`src/rtl/vend_pkg.sv`:
```
`default_nettype none
// ============================================================================
// vend_pkg : shared types, coin values and price lookup for vend_controller
// Revision : 1.0
// ============================================================================
package vend_pkg;

    typedef enum logic [1:0] {
        IDLE     = 2'd0,
        COLLECT  = 2'd1,
        DISPENSE = 2'd2,
        CHANGE   = 2'd3
    } vend_state_t;

    localparam int unsigned NICKEL_VAL       = 1;
    localparam int unsigned DIME_VAL         = 2;
    localparam int          DEFAULT_CREDIT_W = 4;

    function automatic int unsigned price_lookup(
        input logic [1:0]  idx,
        input int unsigned p0,
        input int unsigned p1,
        input int unsigned p2,
        input int unsigned p3
    );
        case (idx)
            2'd0:    price_lookup = p0;
            2'd1:    price_lookup = p1;
            2'd2:    price_lookup = p2;
            default: price_lookup = p3;
        endcase
    endfunction

endpackage
`default_nettype wire

```
`src/rtl/vend_timeout.sv`:
```
`default_nettype none
// ============================================================================
// vend_timeout : idle counter for COLLECT; expire holds once TIMEOUT_CYCLES hit
// Revision     : 1.0
// ============================================================================
module vend_timeout #(
    parameter int TIMEOUT_CYCLES = 255
) (
    input  logic clock,
    input  logic reset_n,
    input  logic clear,
    input  logic enable,
    output logic expire
);
    localparam int CNT_W = $clog2(TIMEOUT_CYCLES + 1);
    localparam logic [CNT_W-1:0] c_limit = CNT_W'(TIMEOUT_CYCLES);

    logic [CNT_W-1:0] r_count;

    always_ff @(posedge clock or negedge reset_n) begin
        if (!reset_n) begin
            r_count <= '0;
        end else if (clear) begin
            r_count <= '0;
        end else if (enable && (r_count != c_limit)) begin
            r_count <= r_count + 1'b1;
        end
    end

    assign expire = (r_count == c_limit);

endmodule
`default_nettype wire

```
`src/rtl/vend_controller.sv`:
```
`default_nettype none
// ============================================================================
// vend_controller : four-item vending sequencer (collect, dispense, change).
// Optional build macro VEND_TIMEOUT_EN adds auto-refund after idle COLLECT.
// Revision        : 1.0
// ============================================================================
module vend_controller
    import vend_pkg::*;
#(
    parameter int PRICE0         = 5,
    parameter int PRICE1         = 4,
    parameter int PRICE2         = 6,
    parameter int PRICE3         = 3,
    parameter int CREDIT_W       = DEFAULT_CREDIT_W,
    parameter int TIMEOUT_CYCLES = 255
) (
    input  logic                clock,
    input  logic                reset_n,
    input  logic                sel_valid,
    input  logic [1:0]          item_sel,
    input  logic                nickel_in,
    input  logic                dime_in,
    input  logic                cancel,
    output logic                dispense,
    output logic [1:0]          item_out,
    output logic                nickel_out,
    output logic                coin_reject,
    output logic                busy,
    output logic [CREDIT_W-1:0] credit
);
    localparam logic [CREDIT_W:0] c_credit_max = {1'b0, {CREDIT_W{1'b1}}};

    vend_state_t         r_state;
    logic [CREDIT_W-1:0] r_credit;
    logic [1:0]          r_item;
    logic                r_dispense;
    logic [1:0]          r_item_out;
    logic                r_nickel_out;
    logic                r_coin_reject;
    logic                r_busy;

    vend_state_t         w_state_nxt;
    logic [CREDIT_W-1:0] w_credit_nxt;
    logic [1:0]          w_item_nxt;
    logic                w_reject_nxt;
    logic                w_accept;
    logic                w_coin_any;
    logic [CREDIT_W:0]   w_value;
    logic [CREDIT_W:0]   w_sum;
    logic [CREDIT_W:0]   w_price;
    logic [CREDIT_W-1:0] w_after_vend;
    logic                w_expire;

    assign w_coin_any   = nickel_in | dime_in;
    // Nickel wins when both coins arrive together; the dime is bounced.
    assign w_value      = nickel_in ? (CREDIT_W+1)'(NICKEL_VAL) :
                          dime_in   ? (CREDIT_W+1)'(DIME_VAL)   : '0;
    assign w_sum        = {1'b0, r_credit} + w_value;
    assign w_price      = (CREDIT_W+1)'(price_lookup(r_item, PRICE0, PRICE1, PRICE2, PRICE3));
    assign w_after_vend = r_credit - w_price[CREDIT_W-1:0];

`ifdef VEND_TIMEOUT_EN
    vend_timeout #(
        .TIMEOUT_CYCLES (TIMEOUT_CYCLES)
    ) u_timeout (
        .clock   (clock),
        .reset_n (reset_n),
        .clear   (w_accept || (w_state_nxt != COLLECT)),
        .enable  (r_state == COLLECT),
        .expire  (w_expire)
    );
`else
    assign w_expire = 1'b0;
`endif

    always_comb begin
        w_state_nxt  = r_state;
        w_credit_nxt = r_credit;
        w_item_nxt   = r_item;
        w_reject_nxt = 1'b0;
        w_accept     = 1'b0;
        case (r_state)
            IDLE: begin
                w_reject_nxt = w_coin_any;
                if (sel_valid) begin
                    w_item_nxt  = item_sel;
                    w_state_nxt = COLLECT;
                end
            end
            COLLECT: begin
                if (cancel || w_expire) begin
                    w_reject_nxt = w_coin_any;
                    w_state_nxt  = (r_credit != '0) ? CHANGE : IDLE;
                end else if (w_coin_any) begin
                    w_reject_nxt = nickel_in & dime_in;
                    if (w_sum > c_credit_max) begin
                        w_reject_nxt = 1'b1;
                    end else begin
                        w_accept     = 1'b1;
                        w_credit_nxt = w_sum[CREDIT_W-1:0];
                        if (w_sum >= w_price) begin
                            w_state_nxt = DISPENSE;
                        end
                    end
                end
            end
            DISPENSE: begin
                w_reject_nxt = w_coin_any;
                w_credit_nxt = w_after_vend;
                w_state_nxt  = (w_after_vend != '0) ? CHANGE : IDLE;
            end
            CHANGE: begin
                w_reject_nxt = w_coin_any;
                if (r_credit <= CREDIT_W'(1)) begin
                    w_credit_nxt = '0;
                    w_state_nxt  = IDLE;
                end else begin
                    w_credit_nxt = r_credit - 1'b1;
                end
            end
            default: begin
                w_credit_nxt = '0;
                w_state_nxt  = IDLE;
            end
        endcase
    end

    // Outputs are registered from the next state so they line up with r_state.
    always_ff @(posedge clock or negedge reset_n) begin
        if (!reset_n) begin
            r_state       <= IDLE;
            r_credit      <= '0;
            r_item        <= 2'd0;
            r_dispense    <= 1'b0;
            r_item_out    <= 2'd0;
            r_nickel_out  <= 1'b0;
            r_coin_reject <= 1'b0;
            r_busy        <= 1'b0;
        end else begin
            r_state       <= w_state_nxt;
            r_credit      <= w_credit_nxt;
            r_item        <= w_item_nxt;
            r_dispense    <= (w_state_nxt == DISPENSE);
            r_item_out    <= (w_state_nxt == DISPENSE) ? w_item_nxt : 2'd0;
            r_nickel_out  <= (w_state_nxt == CHANGE);
            r_coin_reject <= w_reject_nxt;
            r_busy        <= (w_state_nxt != IDLE);
        end
    end

    assign dispense    = r_dispense;
    assign item_out    = r_item_out;
    assign nickel_out  = r_nickel_out;
    assign coin_reject = r_coin_reject;
    assign busy        = r_busy;
    assign credit      = r_credit;

endmodule
`default_nettype wire
```
`config.mk`:
```
export PLATFORM = sky130hd
export DESIGN_NAME = vend_controller
export DESIGN_NICKNAME = d
export VERILOG_FILES = /design/src/rtl/vend_pkg.sv /design/src/rtl/vend_timeout.sv /design/src/rtl/vend_controller.sv
export SDC_FILE = /design/constraint.sdc
export NUM_CORES = 1
export LEC_CHECK = 0
export ABC_AREA = 1
export CAP_MARGIN = 20
export CORE_UTILIZATION = 25
export DETAILED_ROUTE_END_ITERATION = 6
export GPL_TIMING_DRIVEN = 0
export PLACE_DENSITY_LB_ADDON = 0.15
export SKIP_CTS_REPAIR_TIMING = 1
export SYNTH_ARGS = -nofsm -noshare
export SYNTH_HDL_FRONTEND = slang
export SYNTH_HIERARCHICAL = 1
export SYNTH_SLANG_ARGS = --single-unit
```
`constraint.sdc`:
```
create_clock -name clock -period 4.25 [get_ports clock]
set_input_delay 0.85 -clock clock [delete_from_list [all_inputs] [get_ports clock]]
set_output_delay 0.85 -clock clock [all_outputs]
set_load 0.005 [all_outputs]
```
==> out/qor.yml, run 1 <==
layout:
  drive_gt1_share_pct: 19.9
  syn2layout_area_growth_pct: 26.1
  diodes: 0
  multiInputGateArea_um2: 656
  register_area_um2: 350
  fin_util_pct: 33.8
  nets: 175
  fillers: 426
routing:
  firstDrtPassIters: 4
  wl_um: 2470
  detail-route-antenna-nets: 0
  routedWlPerCell_um: 12.3
  post-route-drc-count: 0
  via_count: 907
  routed_via_density: 4.51
  first_iter_violations: 49
power_and_ir_drop:
  ir_drop_v: 0.000199
  internal_power_uw: 652
  netSwitchingFraction_pct: 46.9
  switching_power_uw: 576
  p_seq_share_pct: 21.6
  p_per_area_nw_per_um2: 882
  p_clk_share_pct: 11.0
  p_comb_share_pct: 67.4
  p_leak_uw: 0.000671
yosys:
  syn_avg_cell_area_um2: 8.49
  synth_top_area_share_pct: 31.7
  yosysWarnings: 6
  ys_top_cells_by_area: "dfrtp_1 (32%), ha_1 (15%), nand2_1 (5.8%)"
  synthSimpleGateAreaFrac_pct: 26.9
  syn_nets: 153
  synthXorXnorAreaFrac_pct: 2.38
  synth_mux_area_share_pct: 1.36
  ys_ff_latch: 14
  synth_compound_area_share_pct: 10.4
  syn_inst: 130
  syn_area_um2: 1100
  synth_fa_ha_area_share_pct: 18.4
  synth_top_family_by_area: "simple AND/OR/NAND/NOR gates"
  synth_seq_area_share_pct: 31.7
  synth.distinct_cells: 29
  yosysTopAreaCell: "dfrtp_1"
sta:
  hold_violations: 0
  rsz0062_at_grt: "no"
  relSlewSlack_pct: 54.7
  setup_violations: 0
  fmax_mhz: 335
  period_needed_ns: 2.99
  finalClockSkew_ns: 0.00537
  tightestPinTransition_ns: 0.678
  setup_tns_ns: 0
  final_max_slew_viol_count: 0
  hold_slack_ns: 0.633
  fin_crit_sh_pct: 70.3
grt:
  grt_pass1_wl_um: 4310
  busiest_layer: "met2"
  antenna_found_initial: 0
  grt_pass1_vias: 914
  use_met3_pct: 1.83
  track_usage_pct: 12.8
  met2_usage_pct: 19.7
  gr-total-overflow: 0
  grt_max_degree: 15
  use_met1_pct: 17.1
min_path:
  hp-class: "flip-flop to flip-flop"
  min_from: "r_item[0]"
  min_to: "r_item[0]"
  hold_depth: 4
floorplan:
  core_um2: 4120
  die_w_um: 68.4
  fp-row-count: 23
  dieArea_um2: 4680
  num_io_pins: 18
  start_util_pct: 26.8
  die_h_um: 68.4
cts:
  tritoncts: "yes"
  clock_path_buffers: 2
  cts.sinks: 14
  cts_buffers: 3
  clk_latency_ns: 0.25
  cts_max_level: 1
  clk_pin_slew_ns: 0.06
  clockRootBuffer: "clkbuf_8"
run:
  cap_violations: 0
setup_path:
  startpoint_type: "primary input"
  criticalPathCategory: "primary input to flip-flop"
  critPathArrivalTime_ns: 3.12
  worstPathRequired_ns: 4.38
  r2r-start: "credit[0]"
  regToRegEndpoint: "item_out[1]"
  ff2ff_path_depth: 12
  cp_max_fo: 5
  end_kind: "flip-flop"
  rrSetupSlack_ns: 1.91
placed_design:
  io_buffers: 17
  globalplace.congestion: 0.965
  dp_hpwl_um: 1980
outcome:
  status: "complete, no violations"
## flip-flops by register name (all words and copies together) (netlist names)
signal	cells
item_out	2
coin_reject	1
credit	4
dispense	1
busy	1
nickel_out	1
r_state	2
r_item	2
## power groups by stage
| stage | registers (uW) | logic [uW] | clock network, uW |
|---|---|---|---|
| floorplan | 255 | 609 | 0 |
| global placement | 267 | 835 | 0 |
| detailed placement | 269 | 835 | 0 |
| CTS | 267 | 844 | 138 |
| global route | 275 | 951 | 143 |
| finish | 265 | 828 | 135 |
## critical path, cell delays in order
cell and delay, ns:
clkdlybuf4s50_1 0.47, ha_1 0.27, fa_1 0.40, xor2_1 0.25
ha_1 0.27, nand2_1 0.08, nand3_2 0.08, nand2_2 0.09
nand2_1 0.05, nand2_1 0.07, nand2_2 0.08, nand4_2 0.10
nor2_1 0.05
## cell type report
class,instances,area share (%)
Buffer,1,0.809
Clock buffer,4,3.96
Inverter,23,6.21
Multi-Input combinational cell,92,47.1
Sequential cell,14,25.2
Tap cell,50,4.50
Timing Repair Buffer,17,12.2
## placed cells by master, fill, tap and decap left out, types with 2 or more instances in the layout
master	n
a21oi_1	4
clkbuf_8	4
clkdlybuf4s50_1	17
dfrtp_1	14
fa_1	2
ha_1	13
inv_1	16
inv_2	6
nand2_1	17
nand2_2	6
nand3_1	6
nand3_2	5
nor2_1	10
nor2_2	2
nor2_4	2
o21ai_1	10
o22ai_1	2
xor2_1	2
## stage by stage
| stage | area [um^2] | setup WS [ns] | power [uW] | cells |
|---|---|---|---|---|
| 3_3_place_gp | 1340 | 0.999 | 1100 | 197 |
| 4_1_cts | 1390 | 1.24 | 1250 | 201 |
| 3_5_place_dp | 1340 | 0.985 | 1100 | 197 |
| 6_report | 1390 | 1.26 | 1230 | 201 |
| 5_1_grt | 1390 | 1.06 | 1370 | 201 |
| 2_1_floorplan | 1100 | 1.73 | 864 | 130 |
## cell usage after synthesis
library cell / instances
buf_6: 1
nand2_2: 6
nand3b_1: 1
fa_1: 2
xnor2_1: 1
inv_2: 6
nor3_1: 1
nand2_1: 17
o22ai_1: 2
ha_1: 13
nand4_2: 1
nor2_1: 10
a31oi_1: 1
clkinv_1: 1
nor2_4: 2
nand4_1: 1
inv_1: 16
nand3_1: 6
o221ai_1: 1
mux2_4: 1
a21oi_1: 4
o21ai_1: 10
a21oi_2: 1
nand2_4: 1
nor2_2: 2
dfrtp_1: 14
xor2_1: 2
a41oi_1: 1
nand3_2: 5
## logic make-up after synthesis
family	after synthesis
compound gates	20
xor+xnor	3
fa+ha+maj	15
buf+inv	24
flops	14
mux	1
simple gates	53
## how the worst max path moves through the flow
| stage | start | endpoint | slack (ns) | cells after the start |
|---|---|---|---|---|
| 3_5_place_dp | nickel_in | item_out[1] | 0.99 | 13 |
| 6_report | nickel_in | item_out[1] | 1.26 | 13 |
| 5_1_grt | nickel_in | item_out[0] | 1.06 | 13 |
| 4_1_cts | nickel_in | item_out[1] | 1.24 | 13 |
| 2_1_floorplan | nickel_in | item_out[0] | 1.73 | 12 |
| 3_3_place_gp | nickel_in | item_out[0] | 1.0 | 13 |
## routing by layer
layer  up-vias  wire length, um
li1        467                -
met1       421             1160
met2        17             1210
met3         2               62
met4         0               38
met5         -                0
Note: power is estimated with default switching activity, not from simulation.
==> run 2, diff against run 1 <==
clock period = 2.85 ns   (was 4.25 ns; I/O delays follow)
==> run 2 against run 1 <==
Net effect:
- highest routed layer unchanged
- wire length increased by 0.28%
- clock-buffer cell count unchanged
- cell count stayed put
- clock skew is 0.00072 ns lower
==> out/qor.yml, run 2 (synthesized netlist as in run 1, its figures left out) <==
grt:
  grt_max_degree: 15  # unchanged
  grt_pass1_wl_um: 4310  # unchanged
  gr-total-overflow: 0  # unchanged
  track_usage_pct: 12.8  # unchanged
  grt_pass1_vias: 914  # unchanged
  antenna_found_initial: 0  # unchanged
placed_design:
  globalplace.congestion: 0.965  # unchanged
  placed_area_um2: 1340  # unchanged
  dp_hpwl_um: 1980  # unchanged
  io_buffers: 17  # unchanged
  dpl_worst_slack_ns: -0.135  # -1.12 ns
layout:
  drive_gt1_share_pct: 21.2  # +1.3 points
  fillers: 423  # -0.70%
  layout_common_cells: "nand2_1 (17), inv_1 (16), clkdlybuf4s50_1 (16)"
  fin_util_pct: 34.1  # +0.30 points
  largest_register_ffs: 4  # unchanged
  diodes: 0  # unchanged
  final_common_cell: "nand2_1"
  syn2layout_area_growth_pct: 27.2
  nets: 175  # unchanged
  stdcell_area_um2: 1400  # +0.90%
setup_path:
  worstPathRequired_ns: 2.98  # -1.40 ns
  critPathArrivalTime_ns: 2.81  # -0.31 ns
  end_kind: "flip-flop"
  startpoint_type: "primary input"
  criticalPathCategory: "primary input to flip-flop"
  cp_max_fo: 4  # -1
sta:
  period_needed_ns: 2.68
  relSlewSlack_pct: 54.3  # -0.35 points
  finalClockSkew_ns: 0.00465  # -0.000722 ns
  fmax_mhz: 373
  tightestPinTransition_ns: 0.683  # +0.00523 ns
  setup_ws_ns: 0.167  # -1.10 ns
  setup_tns_ns: 0  # unchanged
  hold_violations: 0  # unchanged
  rsz0062_at_grt: "no"
  setup_violations: 0  # unchanged
  final_max_slew_viol_count: 0  # unchanged
  fin_crit_sh_pct: 94.1
cts:
  clk_pin_slew_ns: 0.06  # about the same
  clockRootBuffer: "clkbuf_8"
  clock_path_buffers: 2  # unchanged
  tritoncts: "yes"
  clk_latency_ns: 0.25  # about the same
  cts_max_level: 1  # unchanged
  cts.sinks: 14  # unchanged
  cts_buffers: 3  # unchanged
power_and_ir_drop:
  internal_power_uw: 977  # +50%
  p_leak_uw: 0.000679  # +1.2%
  ir_drop_v: 0.000296  # +49%
  p_per_area_nw_per_um2: 1310  # +49%
  switching_power_uw: 864  # +50%
  p_clk_share_pct: 10.9  # about the same
  power_uw: 1840  # +50%
  p_seq_share_pct: 21.5  # about the same
  p_comb_share_pct: 67.6  # +0.2 points
  netSwitchingFraction_pct: 46.9  # about the same
routing:
  first_iter_violations: 43  # -12%
  firstDrtPassIters: 4  # unchanged
  routedWlPerCell_um: 12.3  # +0.28%
  wl_um: 2470  # +0.28%
  via_count: 907  # unchanged
  routed_via_density: 4.51  # unchanged
  post-route-drc-count: 0  # unchanged
  detail-route-antenna-nets: 0  # unchanged
floorplan:
  core_um2: 4120  # unchanged
  dieArea_um2: 4680  # unchanged
  num_io_pins: 18  # unchanged
  fp-row-count: 23  # unchanged
  start_util_pct: 26.8  # unchanged
  die_h_um: 68.4  # unchanged
  die_w_um: 68.4  # unchanged
min_path:
  hp-class: "flip-flop to flip-flop"
run:
  cap_violations: 0  # unchanged
outcome:
  status: "complete, no violations"
[run 2: cell count changes in the layout (fill, tap and decap cells not counted)]
cell             previous run  this run
xor2_2                      0         1
clkdlybuf4s50_1            17        16
dlymetal6s2s_1              0         1
ha_2                        0         1
ha_1                       13        12
xor2_1                      2         1
[run 2: routing by layer]
metal,GRT usage [%],wire length (um)
met5,0,0
met4,6.77,38
met3,1.83,64
met2,19.7,1220
met1,17.1,1150
[run 2: path summary, 6_finish.rpt]
| path | from | end | slack, ns | cells past startpoint |
|---|---|---|---|---|
| min in group asynchronous | reset_n | credit[3] | 0.73 | 1 |
| hold reg to reg | r_item[0] | r_item[0] | 0.63 | 4 |
| setup reg to reg | credit[0] | item_out[1] | 0.56 | 12 |
| max in group asynchronous | reset_n | r_item[1] | 1.68 | 1 |
| hold / removal | r_item[0] | r_item[0] | 0.63 | 4 |
| setup / recovery | dime_in | item_out[1] | 0.17 | 15 |
[run 2: cell type report]
cell class	count	area, um^2	share of cell area, %
clock buffer	4	55.1	3.92
timing repair buffer	17	173	12.3
multi-input combinational	92	666	47.4
inverter	23	86.3	6.15
sequential	14	350	25.0
tap	50	62.6	4.46
buffer	1	11.3	0.802
[run 2: stage by stage]
| stage | std cells | hold WS, ns |
|---|---|---|
| floorplan | 130 | 0.274 |
| global placement | 197 | 0.612 |
| detailed placement | 197 | 0.629 |
| CTS | 201 | 0.646 |
| global route | 201 | 0.688 |
| finish | 201 | 0.633 |
[run 2: critical path, cell delays in order]
cell and delay (ns):
clkdlybuf4s50_1 0.52, inv_1 0.05, nor2_1 0.18, fa_1 0.49
ha_1 0.31, nand2_1 0.06, nand2_1 0.05, nand2_1 0.06
nand3_2 0.09, nand2_2 0.09, nand2_1 0.05, nand2_1 0.07
nand2_2 0.08, nand4_2 0.10, nor2_1 0.05
[run 2: power by group through the flow]
stage | registers [uW] | clock network, uW | logic, uW
after floorplan | 381 | 0 | 908
after global placement | 398 | 0 | 1250
after detailed placement | 402 | 0 | 1250
after CTS | 398 | 206 | 1260
after global routing | 411 | 213 | 1430
final | 396 | 201 | 1240
